## src/rtl/my_pkg.sv

```systemverilog
// my_pkg: shared datapath width, writeback source select and load funct3 codes.
package my_pkg;
  localparam int DATA_WIDTH = 32;
  typedef enum logic [1:0] {WB_ALU = 2'b00, WB_LOAD = 2'b01, WB_PC4 = 2'b10} wb_sel_t;
  localparam logic [2:0] LD_B  = 3'b000;
  localparam logic [2:0] LD_H  = 3'b001;
  localparam logic [2:0] LD_W  = 3'b010;
  localparam logic [2:0] LD_BU = 3'b100;
  localparam logic [2:0] LD_HU = 3'b101;
endpackage

```

## src/rtl/wb_stage_if.sv

```systemverilog
// wb_stage_if: MEM-to-WB retiring instruction bus with acceptance handshake and global stall.
interface wb_stage_if #(parameter int DATA_WIDTH = my_pkg::DATA_WIDTH);
  logic                  mem_valid;
  logic                  mem_ready;
  logic                  wb_hold;
  logic                  mem_rd_we;
  logic [4:0]            mem_rd;
  logic [1:0]            mem_wb_sel;
  logic [2:0]            mem_load_type;
  logic [1:0]            mem_addr_lo;
  logic [DATA_WIDTH-1:0] mem_alu_result;
  logic [DATA_WIDTH-1:0] mem_pc_plus4;
  logic [DATA_WIDTH-1:0] mem_load_data;
  modport master (
    output mem_valid, wb_hold, mem_rd_we, mem_rd, mem_wb_sel, mem_load_type, mem_addr_lo,
           mem_alu_result, mem_pc_plus4, mem_load_data,
    input  mem_ready
  );
  modport slave (
    input  mem_valid, wb_hold, mem_rd_we, mem_rd, mem_wb_sel, mem_load_type, mem_addr_lo,
           mem_alu_result, mem_pc_plus4, mem_load_data,
    output mem_ready
  );
endinterface

```

## src/rtl/load_align.sv

```systemverilog
// load_align: extracts and extends the addressed byte/half of a loaded word and flags misalignment.
module load_align import my_pkg::*; #(
  parameter int DATA_WIDTH = my_pkg::DATA_WIDTH
) (
  input  logic [DATA_WIDTH-1:0] raw,
  input  logic [2:0]            load_type,
  input  logic [1:0]            addr_lo,
  output logic [DATA_WIDTH-1:0] data,
  output logic                  misaligned
);
  logic [7:0]  b;
  logic [15:0] h;
  logic        is_b, is_h;
  always_comb begin
    b = raw[{addr_lo, 3'b000} +: 8];
    h = raw[{addr_lo[1], 4'b0000} +: 16];
    is_b = load_type == LD_B || load_type == LD_BU;
    is_h = load_type == LD_H || load_type == LD_HU;
    data = load_type == LD_B  ? {{(DATA_WIDTH-8){b[7]}}, b} :
           load_type == LD_BU ? {{(DATA_WIDTH-8){1'b0}}, b} :
           load_type == LD_H  ? {{(DATA_WIDTH-16){h[15]}}, h} :
           load_type == LD_HU ? {{(DATA_WIDTH-16){1'b0}}, h} : raw;
    // unknown funct3 codes behave as LW, so they need word alignment too
    misaligned = is_h ? addr_lo[0] : !is_b && addr_lo != 2'd0;
  end
endmodule

```

## src/rtl/wb_stage.sv

```systemverilog
// wb_stage: selects/formats the retiring result and drives the registered register-file write port.
module wb_stage import my_pkg::*; #(
  parameter int DATA_WIDTH = my_pkg::DATA_WIDTH
) (
  input  logic                  clk,
  input  logic                  rst_n,
  wb_stage_if.slave             m,
  output logic                  wr_en,
  output logic [4:0]            addr_wr,
  output logic [DATA_WIDTH-1:0] data_wr,
  output logic [63:0]           instret,
  output logic                  load_misalign
);
  logic [DATA_WIDTH-1:0] ld_data, result;
  logic                  ld_mis, accept, mis, we, wb_valid;
  logic [63:0]           cnt_q;
  wb_sel_t               sel;
  load_align #(.DATA_WIDTH(DATA_WIDTH)) u_align (
    .raw(m.mem_load_data),
    .load_type(m.mem_load_type),
    .addr_lo(m.mem_addr_lo),
    .data(ld_data),
    .misaligned(ld_mis)
  );
  assign m.mem_ready = rst_n && !m.wb_hold;
  assign instret = cnt_q;
  always_comb begin
    sel = wb_sel_t'(m.mem_wb_sel);
    accept = m.mem_valid && m.mem_ready;
    mis = sel == WB_LOAD && ld_mis;
    we = accept && m.mem_rd_we && m.mem_rd != 5'd0 && !mis;
    result = sel == WB_LOAD ? ld_data : sel == WB_PC4 ? m.mem_pc_plus4 : m.mem_alu_result;
  end
  // the counter lags acceptance by one edge so it moves together with the register file commit
  always_ff @(posedge clk or negedge rst_n) begin
    if (!rst_n) begin
      wb_valid <= 1'b0;
      wr_en <= 1'b0;
      load_misalign <= 1'b0;
      addr_wr <= '0;
      data_wr <= '0;
      cnt_q <= '0;
    end else begin
      wb_valid <= accept;
      wr_en <= we;
      load_misalign <= accept && mis;
      if (we) begin
        addr_wr <= m.mem_rd;
        data_wr <= result;
      end
      if (wb_valid && !load_misalign) cnt_q <= cnt_q + 64'd1;
    end
  end
endmodule

```

## src/flat_wrapper.sv

```systemverilog
// flat-port wrapper written by rule: the top's interface ports become plain ports
module wb_stage_flat import my_pkg::*;
#(
  parameter int DATA_WIDTH = my_pkg::DATA_WIDTH
)
  (clk, rst_n, wr_en, addr_wr, data_wr, instret, load_misalign, m_mem_valid, m_wb_hold, m_mem_rd_we, m_mem_rd, m_mem_wb_sel, m_mem_load_type, m_mem_addr_lo, m_mem_alu_result, m_mem_pc_plus4, m_mem_load_data, m_mem_ready);
  wb_stage_if #(.DATA_WIDTH(DATA_WIDTH)) m_i ();
  input  logic clk;
  input  logic rst_n;
  output logic wr_en;
  output logic [4:0] addr_wr;
  output logic [DATA_WIDTH-1:0] data_wr;
  output logic [63:0] instret;
  output logic load_misalign;
  input wire logic [$bits(m_i.mem_valid)-1:0] m_mem_valid;
  input wire logic [$bits(m_i.wb_hold)-1:0] m_wb_hold;
  input wire logic [$bits(m_i.mem_rd_we)-1:0] m_mem_rd_we;
  input wire logic [$bits(m_i.mem_rd)-1:0] m_mem_rd;
  input wire logic [$bits(m_i.mem_wb_sel)-1:0] m_mem_wb_sel;
  input wire logic [$bits(m_i.mem_load_type)-1:0] m_mem_load_type;
  input wire logic [$bits(m_i.mem_addr_lo)-1:0] m_mem_addr_lo;
  input wire logic [$bits(m_i.mem_alu_result)-1:0] m_mem_alu_result;
  input wire logic [$bits(m_i.mem_pc_plus4)-1:0] m_mem_pc_plus4;
  input wire logic [$bits(m_i.mem_load_data)-1:0] m_mem_load_data;
  output wire logic [$bits(m_i.mem_ready)-1:0] m_mem_ready;
  assign m_i.mem_valid = m_mem_valid;
  assign m_i.wb_hold = m_wb_hold;
  assign m_i.mem_rd_we = m_mem_rd_we;
  assign m_i.mem_rd = m_mem_rd;
  assign m_i.mem_wb_sel = m_mem_wb_sel;
  assign m_i.mem_load_type = m_mem_load_type;
  assign m_i.mem_addr_lo = m_mem_addr_lo;
  assign m_i.mem_alu_result = m_mem_alu_result;
  assign m_i.mem_pc_plus4 = m_mem_pc_plus4;
  assign m_i.mem_load_data = m_mem_load_data;
  assign m_mem_ready = m_i.mem_ready;
  wb_stage #(.DATA_WIDTH(DATA_WIDTH)) u_core (.clk(clk), .rst_n(rst_n), .m(m_i), .wr_en(wr_en), .addr_wr(addr_wr), .data_wr(data_wr), .instret(instret), .load_misalign(load_misalign));
endmodule
```

## config.mk

```make
export PLATFORM = sky130hd
export DESIGN_NAME = wb_stage_flat
export DESIGN_NICKNAME = d
export VERILOG_FILES = /design/src/rtl/my_pkg.sv /design/src/rtl/wb_stage_if.sv /design/src/rtl/load_align.sv /design/src/rtl/wb_stage.sv /design/src/flat_wrapper.sv
export SDC_FILE = /design/constraint.sdc
export NUM_CORES = 1
export LEC_CHECK = 0
export BUFFER_PORTS_ARGS = -buffer_cell sky130_fd_sc_hd__buf_4
export CAP_MARGIN = 10
export CORE_MARGIN = 2
export CORE_UTILIZATION = 45
export DETAILED_ROUTE_END_ITERATION = 10
export PLACE_DENSITY = 0.8
export SKIP_LAST_GASP = 1
export SYNTH_ARGS = -nofsm -noshare
export SYNTH_HDL_FRONTEND = slang
export SYNTH_SLANG_ARGS = --single-unit
```

## constraint.sdc

```tcl
create_clock -name clk -period 1.96 [get_ports clk]
set_input_delay 0.392 -clock clk [delete_from_list [all_inputs] [get_ports clk]]
set_output_delay 0.392 -clock clk [all_outputs]
set_load 0.01 [all_outputs]
```

==> results_dict.tcl, run 1 <==
set metrics [dict create \
    first_iter_violations 480 \
    synth_edf_count 0 \
    grt_usage_pct 27.1 \
    critPathTopFamily "simple AND/OR/NAND/NOR gates" \
    worst_slack_ns -0.0149 \
    critPathRequiredTime_ns 2.23 \
    wirelength_um 19300 \
    synth_fp_nets 719 \
    seq_area_mm2 0.00261 \
    synth_most_common_cell "dfrtp_1" \
    row_count 41 \
    clk_pin_slew_ns 0.07 \
    drc 0 \
    outcome "finished, violations left" \
    critical_path.endpoint_type "flip-flop" \
    grt_pass1_vias 5786 \
    finalCritPeriodShare_pct 101 \
    power_density_mw_per_mm2 686 \
    grt_overflow 0 \
    critPathSlowestCell "dfrtp_1" \
    ys_seq_area_share_pct 44.2 \
    cts_buffer_depth 2 \
    synthTopCellsByCount "dfrtp_1, nand2_1, xnor2_1" \
    fill_cells 1025 \
    synth_area_per_cell_um2 9.74 \
    die_h_um 118 \
    hold_class "primary input to asynchronous set/reset pin" \
    rsz0062_at_grt "yes" \
    max-cap-violations 0 \
    hold_viol_final 0 \
    timing.critical_path.buf_inv 1 \
    dp_hpwl_um 14900 \
    clockRootBuffer "clkbuf_16" \
    io_pins 217 \
    routedWlPerCell_um 18.5 \
    core-area_mm2 0.0127 \
    die_x_um 118 \
    dr.pass1.iters 6 \
    final_util_pct 67.4 \
    synth_top_area_share_pct 44.2 \
    grt_max_degree 72 \
    yosysWarnings 0 \
    path_max_fanout 4 \
    multi_input_area_mm2 0.00321 \
    final_nets 980 \
    fin_crit_ns 1.97 \
    gp_routability_congestion 0.967 \
    antenna_left 0 \
    yosysUniqueCellTypes 47 \
    numCtsBuffers 9 \
    ys.flop_type "dfrtp_1" \
    clock-sinks 104 \
    vdd_ir_drop_max_mv 0.429 \
    start_util_pct 46.3 \
    async_flop_share_pct 100 \
    cts-htree-levels 3 \
    pre_cts_ws_ns -0.134 \
    ys_top_cells_by_area "dfrtp_1, xnor2_1, mux2_2" \
    synth_cells 605 \
    skew_ns 0.00618 \
    slew_headroom_pct 40.3 \
    arrival_ns 2.25 \
    ys_seq_elements 104 \
    finalSetupViolations 1 \
    syn_area_mm2 0.00589 \
    power.leakage_nw 4.04 \
    critPathKind "flip-flop to flip-flop" \
    slowest_delay_ns 0.39 \
    clkLatencyLatePin_ns 0.35 \
    grt_pass1_wl_um 30400 \
    cts_tree "built" \
    crit_path_cell_trace "ha_2 -> nand3b_1 -> nor4_4 -> buf_4 -> nand4_1 -> nor3_2 -> xor2_1" \
    violations "setup timing" \
    area_growth_syn_to_layout_pct 45.4 \
    via_per_inst 5.62 \
    vias 5865 \
    diodes 0 \
    worst_pin_slew_ns 0.895 \
    drive_above_1_share_pct 43.2 \
    postCtsHoldBufs 0 \
    die-area_mm2 0.0140 \
    antenna_found_initial 0 \
    crit_path_start_kind "flip-flop" \
    fmax_mhz 506 \
    drv_slew 0 \
    io_buffers 216 \
    yosysTopAreaCell "dfrtp_1" \
    fin_tns_setup_ns -0.0149 \
]
per-layer routing:
layer / vias up / track usage (%) / part of all wire, %
li1: 2732 / - / -
met1: 2847 / 34.7 / 40
met2: 258 / 46.9 / 50
met3: 28 / 5.07 / 7.4
met4: 0 / 7.44 / 1.9
met5: - / 0 / 0
worst register-to-register path: stages (launching register included):
cell and delay, ns:
dfrtp_1 0.39, ha_2 0.19, nand3b_1 0.18, nor4_4 0.38, buf_4 0.18, nand4_1 0.18
nor3_2 0.26, xor2_1 0.15
flip-flops by register name, summed over array words and instances, names as in the netlist:
| name | cells |
|---|---|
| u_core.addr_wr | 5 |
| u_core.data_wr | 32 |
| u_core.instret | 64 |
| u_core.load_misalign | 1 |
| u_core.wb_valid | 1 |
| u_core.wr_en | 1 |
stage by stage:
step / std cells / hold slack (ns) / cell area [µm²] / power (W)
3_5_place_dp: 1014 / 0.467 / 8080 / 0.00399
5_1_grt: 1043 / 0.136 / 8570 / 0.00617
3_3_place_gp: 1014 / 0.467 / 8080 / 0.00395
6_report: 1043 / 0.101 / 8570 / 0.00588
2_1_floorplan: 605 / 0.0964 / 5910 / 0.00313
4_1_cts: 1031 / 0.110 / 8390 / 0.00585
layout by cell type (no fill, tap or decap), types with 9 or more instances in the layout:
master,count
a221oi_1,9
buf_4,280
clkbuf_16,9
dfrtp_1,100
inv_1,16
mux2_2,34
nand2_1,69
nand3_1,17
nand4_1,29
nor2_1,41
nor2b_1,13
o21ai_0,43
o221ai_1,19
o22ai_1,18
xnor2_1,47
xor2_1,15
cells by family (layout without fill, tap and decap cells):
family	Yosys count	in the layout	synth area share [%]
and+or+nand+nor	223	223	19.5
AOI/OAI and AO/OA	120	120	13.5
DFF	104	104	44.2
xor gates and xnor gates	63	63	9.36
buffers and inverters	50	316	3.31
muxes	44	44	9.89
adders and majority gates	1	1	0.212
path summary, 6_finish.rpt:
path | start | end | slack, ns | depth (start not counted)
worst max-delay path | u_core.instret[0] | u_core.instret[48] | -0.01 | 7
worst min-delay path | rst_n | u_core.instret[6] | 0.10 | 2
worst max register to register | u_core.instret[0] | u_core.instret[48] | -0.01 | 7
worst min register to register | u_core.data_wr[24] | u_core.data_wr[24] | 0.49 | 2
max in group asynchronous | rst_n | u_core.instret[15] | 0.59 | 3
min in group clk | m_mem_rd[4] | u_core.addr_wr[4] | 0.28 | 2
where the power goes:
part           internal [W]  leakage [nW]  switching (W)  total, W
sequential          0.00237          1.38       0.000162   0.00253
combinational      0.000799          2.51       0.000686   0.00149
clock               0.00101         0.141       0.000852   0.00186
total               0.00418          4.04        0.00170   0.00588
what timing repair did:
item,in CTS,in global routing
setup buffers,1,12
gates resized for setup,1,21
pin swaps,1,8
setup endpoints to repair,5,30
gates cloned,0,0
cell type report:
type / count / area share (%)
tap: 172 / 2.51
sequential: 104 / 30.4
multi-input combinational: 451 / 37.4
clock buffer: 9 / 2.63
timing repair buffer: 284 / 25.4
clock inverter: 7 / 0.934
inverter: 16 / 0.701
Power figures use the tool's default switching activity.
==> run 2: changes to the inputs <==
- SETUP_SLACK_MARGIN: unset -> 0.02
==> run 2 against run 1 <==
Effect of this change: the flow still finishes with violations (setup timing); fmax is 1.6% lower; register-to-register slack got worse by 0.03 ns; clock skew increased by 0.0034 ns; clock power is essentially flat; die area stayed put; first-iteration DRC count fell by 15%; sequential cell count unchanged; highest routed layer unchanged; count of clock-buffer cells in the layout grew 1; global-route usage up 0.39 points; utilization is 0.71 points higher; non-clock buffer count is 3 higher; wire length up 3.7%.
==> results_dict.tcl, run 2 (same netlist as run 1, synthesis figures left out) <==
set metrics [dict create \
    outcome "finished, violations left" \
    violations "setup timing" \
    fin_tns_setup_ns -0.373 \
    die_x_um 118 \
    cts_tree "built" \
    worst_pin_slew_ns 0.815 \
    grt_usage_pct 27.5 \
    critical_path.endpoint_type "flip-flop" \
    routedWlPerCell_um 19.1 \
    critPathRequiredTime_ns 2.19 \
    antenna_found_initial 0 \
    final_nets 983 \
    pre_cts_ws_ns -0.0171 \
    wirelength_um 20000 \
    io_buffers 216 \
    arrival_ns 2.23 \
    core-area_mm2 0.0127 \
    path_max_fanout 6 \
    start_util_pct 46.3 \
    slew_headroom_pct 45.6 \
    fill_cells 977 \
    dr.pass1.iters 5 \
    drv_slew 0 \
    power_w 0.00594 \
    finalCritPeriodShare_pct 102 \
    dp_hpwl_um 14500 \
    gp_routability_congestion 0.974 \
    hold_viol_final 0 \
    clockRootBuffer "clkbuf_16" \
    clock-sinks 104 \
    vias 6044 \
    fin_crit_ns 2.01 \
    area_growth_syn_to_layout_pct 46.9 \
    hold_class "primary input to asynchronous set/reset pin" \
    rrSetupSlack_ns -0.05 \
    finalSetupViolations 12 \
    grt_max_degree 66 \
    drive_above_1_share_pct 43.4 \
    grt_pass1_wl_um 30800 \
    worst_slack_ns -0.0475 \
    via_per_inst 5.78 \
    final_common_cell "buf_4" \
    first_iter_violations 409 \
    diodes 0 \
    crit_path_start_kind "flip-flop" \
    antenna_left 0 \
    clkLatencyLatePin_ns 0.35 \
    cts-htree-levels 3 \
    vdd_ir_drop_max_mv 0.417 \
    grt_pass1_vias 6001 \
    power.leakage_nw 4.13 \
    numCtsBuffers 9 \
    power_density_mw_per_mm2 686 \
    die-area_mm2 0.0140 \
    drc 0 \
    skew_ns 0.00960 \
    fmax_mhz 498 \
    clk_pin_slew_ns 0.07 \
    io_pins 217 \
    most-common-layout-cells "buf_4, dfrtp_1, nand2_1, xnor2_1, o21ai_0" \
    critPathKind "flip-flop to flip-flop" \
    grt_overflow 0 \
    max-cap-violations 0 \
    cts_buffer_depth 2 \
    rsz0062_at_grt "yes" \
    row_count 41 \
    whs_ns 0.266 \
    largest_reg_flops 64 \
    die_h_um 118 \
]
==> run 2: power by group <==
| group | internal [W] | switching (W) | total, W |
|---|---|---|---|
| Combinational | 0.000834 | 0.000715 | 0.00155 |
| Clock | 0.00103 | 0.000827 | 0.00186 |
| Sequential | 0.00237 | 0.000162 | 0.00253 |
| Total | 0.00424 | 0.00170 | 0.00594 |
==> run 2: what timing repair did <==
action | CTS | global route
endpoints found under the hold margin | 0 | 0
setup buffers | 10 | 8
gates cloned | 0 | 0
setup endpoints to repair | 9 | 37
hold buffers | 0 | 0
pin swaps | 8 | 13
gates resized for setup | 7 | 24
==> run 2: worst max-delay path: stages, from the launching register on <==
cell     delay, ns
dfrtp_1       0.44
nand3_1       0.20
or4_4         0.49
buf_4         0.17
nor3_4        0.17
buf_6         0.14
nand4_1       0.11
xnor2_1       0.15
==> run 2: path summary, 6_finish.rpt <==
check | from | to | cells after the start
min in group clk | m_mem_rd[2] | u_core.addr_wr[2] | 2
worst max register to register | u_core.instret[18] | u_core.instret[38] | 7
max in group asynchronous | rst_n | u_core.data_wr[17] | 3
worst min-delay path | rst_n | u_core.instret[7] | 2
worst min register to register | u_core.data_wr[12] | u_core.data_wr[12] | 2
worst max-delay path | u_core.instret[18] | u_core.instret[38] | 7
==> run 2: metal layers <==
metal  vias up  wire (µm)  GRT usage (%)
li1       2747          -              -
met1      2908       8000           35.3
met2       332       9890           46.9
met3        57       1540           4.39
met4         0        564           10.0
met5         -          0              0
==> run 2: layout make-up <==
cell class	instances	area, µm²	area share [%]
Tap cell	172	215	2.49
Clock inverter	6	65.1	0.751
Inverter	16	60.1	0.694
Sequential cell	104	2610	30.1
Clock buffer	10	239	2.76
Multi-Input combinational cell	451	3250	37.5
Timing Repair Buffer	287	2220	25.7
==> run 2: stage by stage <==
stage                     instance area [µm²]  utilization, %  std cells
after CTS                                8490            66.7       1038
after global routing                     8660            68.1       1046
final                                    8660            68.1       1046
after global placement                   8070            63.5       1012
after floorplan                          5910               -        605
after detailed placement                 8070            63.5       1012
==> run 3: changes to the inputs <==
- BUFFER_PORTS_ARGS: -buffer_cell sky130_fd_sc_hd__buf_4 -> -buffer_cell sky130_fd_sc_hd__buf_2
==> run 3 against run 2 <==
Effect of this change: hold slack lost 0.16 ns; sequential power is essentially flat; clock skew shrank 0.0015 ns; the run now ends clean; final area shrank 6.9%; first-iteration DRC count shrank 0.98%.
==> results_dict.tcl, run 3 (same netlist as run 1, synthesis figures left out) <==
set metrics [dict create \
    skew_ns 0.00810 \
    antenna_found_initial 2 \
    row_count 41 \
    power_density_mw_per_mm2 712 \
    final_util_pct 63.4 \
    drc 0 \
    busiest_layer "met2" \
    cts_buffer_depth 2 \
    use_met2_pct 44.3 \
    reg2reg_to "u_core.instret[59]" \
    final_cells 1050 \
    grt_max_degree 65 \
    numCtsBuffers 9 \
    dr.pass1.iters 5 \
    path_max_fanout 7 \
    die_h_um 118 \
    outcome "finished clean" \
    fmax_mhz 515 \
    ff2ff_path_depth 6 \
    power.leakage_nw 3.98 \
    routedWlPerCell_um 17.7 \
    rsz0062_at_grt "yes" \
    arrival_ns 2.16 \
    die_x_um 118 \
    io_pins 217 \
    finalCritPeriodShare_pct 99.0 \
    largest_reg_flops 64 \
    antenna_left 0 \
    critical_path.endpoint_type "flip-flop" \
    slew_headroom_pct 47.3 \
    drive_above_1_share_pct 42.6 \
    core-area_mm2 0.0127 \
    max-cap-violations 0 \
    clkLatencyLatePin_ns 0.35 \
    io_buffers 216 \
    fin_crit_ns 1.94 \
    most-common-layout-cells "buf_2, dfrtp_1, buf_4, nand2_1, xnor2_1" \
    grt_usage_pct 26.0 \
    grt_overflow 0 \
    rrSetupSlack_ns 0.02 \
    clockRootBuffer "clkbuf_16" \
    grt_pass1_wl_um 29000 \
    vias 5901 \
    clock-sinks 104 \
    crit_start "u_core.instret[18]" \
    final_nets 987 \
    die-area_mm2 0.0140 \
    placed_cells 1022 \
    crit_path_start_kind "flip-flop" \
    grt_pass1_vias 5669 \
    wirelength_um 18600 \
    area_growth_syn_to_layout_pct 36.9 \
    dp_hpwl_um 13900 \
    endpoint "u_core.instret[59]" \
    fill_cells 1100 \
    cts_tree "built" \
    gp_routability_congestion 0.938 \
    critPathRequiredTime_ns 2.18 \
    clk_pin_slew_ns 0.07 \
    cts-htree-levels 3 \
    drv_slew 0 \
    finalSetupViolations 0 \
    final_common_cell "buf_2" \
    worst_pin_slew_ns 0.790 \
    vdd_ir_drop_max_mv 0.448 \
    hold_viol_final 0 \
    critPathKind "flip-flop to flip-flop" \
    use_met1_pct 32.7 \
    reg2reg_from "u_core.instret[18]" \
    hold_class "primary input to asynchronous set/reset pin" \
    start_util_pct 46.3 \
    met3_usage_pct 4.63 \
    via_per_inst 5.62 \
    first_iter_violations 405 \
]
[run 3: cell types whose count changed in the layout (fill, tap and decap cells not counted), moves of 3 or more]
cell / change
buf_2: +215
buf_4: -206
nor3_1: +4
buf_6: -4
nor3_2: -3
[run 3: how the worst min path moves through the flow]
stage / from / to / slack (ns) / depth (start not counted)
after floorplan: rst_n / u_core.addr_wr[0] / 0.1 / 0
after global placement: u_core.data_wr[12] / u_core.data_wr[12] / 0.46 / 2
after detailed placement: u_core.data_wr[20] / u_core.data_wr[20] / 0.47 / 2
after CTS: rst_n / u_core.load_misalign / 0.13 / 2
after global routing: rst_n / u_core.addr_wr[2] / 0.15 / 2
final: rst_n / u_core.addr_wr[0] / 0.11 / 2
[run 3: what timing repair did]
action                     in CTS  in global routing
hold buffers                    0                  0
buffers inserted                6                  6
pin swaps                       3                  2
gates resized for setup         2                 10
setup endpoints to repair       2                 19
[run 3: final cells by class]
type	count	area, µm²	area share, %
Antenna cell	1	2.50	0.0310
Tap cell	172	215	2.67
Inverter	16	60.1	0.745
Sequential cell	104	2610	32.3
Timing Repair Buffer	291	1690	20.9
Clock buffer	12	267	3.30
Multi-Input combinational cell	451	3180	39.4
Clock inverter	3	47.5	0.590
[run 3: routing by layer]
| metal | share of wire [%] | vias to the layer above | wire, µm |
|---|---|---|---|
| met5 | 0.070 | - | 13 |
| met4 | 2.8 | 2 | 517 |
| met3 | 7.1 | 42 | 1320 |
| met2 | 49 | 271 | 9100 |
| met1 | 41 | 2826 | 7630 |
| li1 | - | 2760 | - |
[run 3: worst max-delay path, cell delays in order (launching register included)]
cell and delay (ns):
dfrtp_1 0.38, nand3_2 0.09, or4_4 0.55, nor4_4 0.29, buf_6 0.17, nand3_1 0.15
xnor2_2 0.18
[run 3: through the flow]
step	cell area [µm²]	setup WS, ns	power, W	hold WS [ns]	setup TNS [ns]
finish	8070	0.0201	0.00574	0.109	0
global route	8070	-0.0626	0.00601	0.152	-0.244
CTS	7970	0.0288	0.00575	0.133	0
detailed placement	7600	-0.0148	0.00381	0.469	-0.0381
global placement	7600	0.0352	0.00377	0.457	0
floorplan	5910	0.0126	0.00313	0.0964	0
[run 3: power breakdown]
part           internal, W  switching, W
registers          0.00237      0.000141
logic             0.000610      0.000690
clock network      0.00110      0.000829
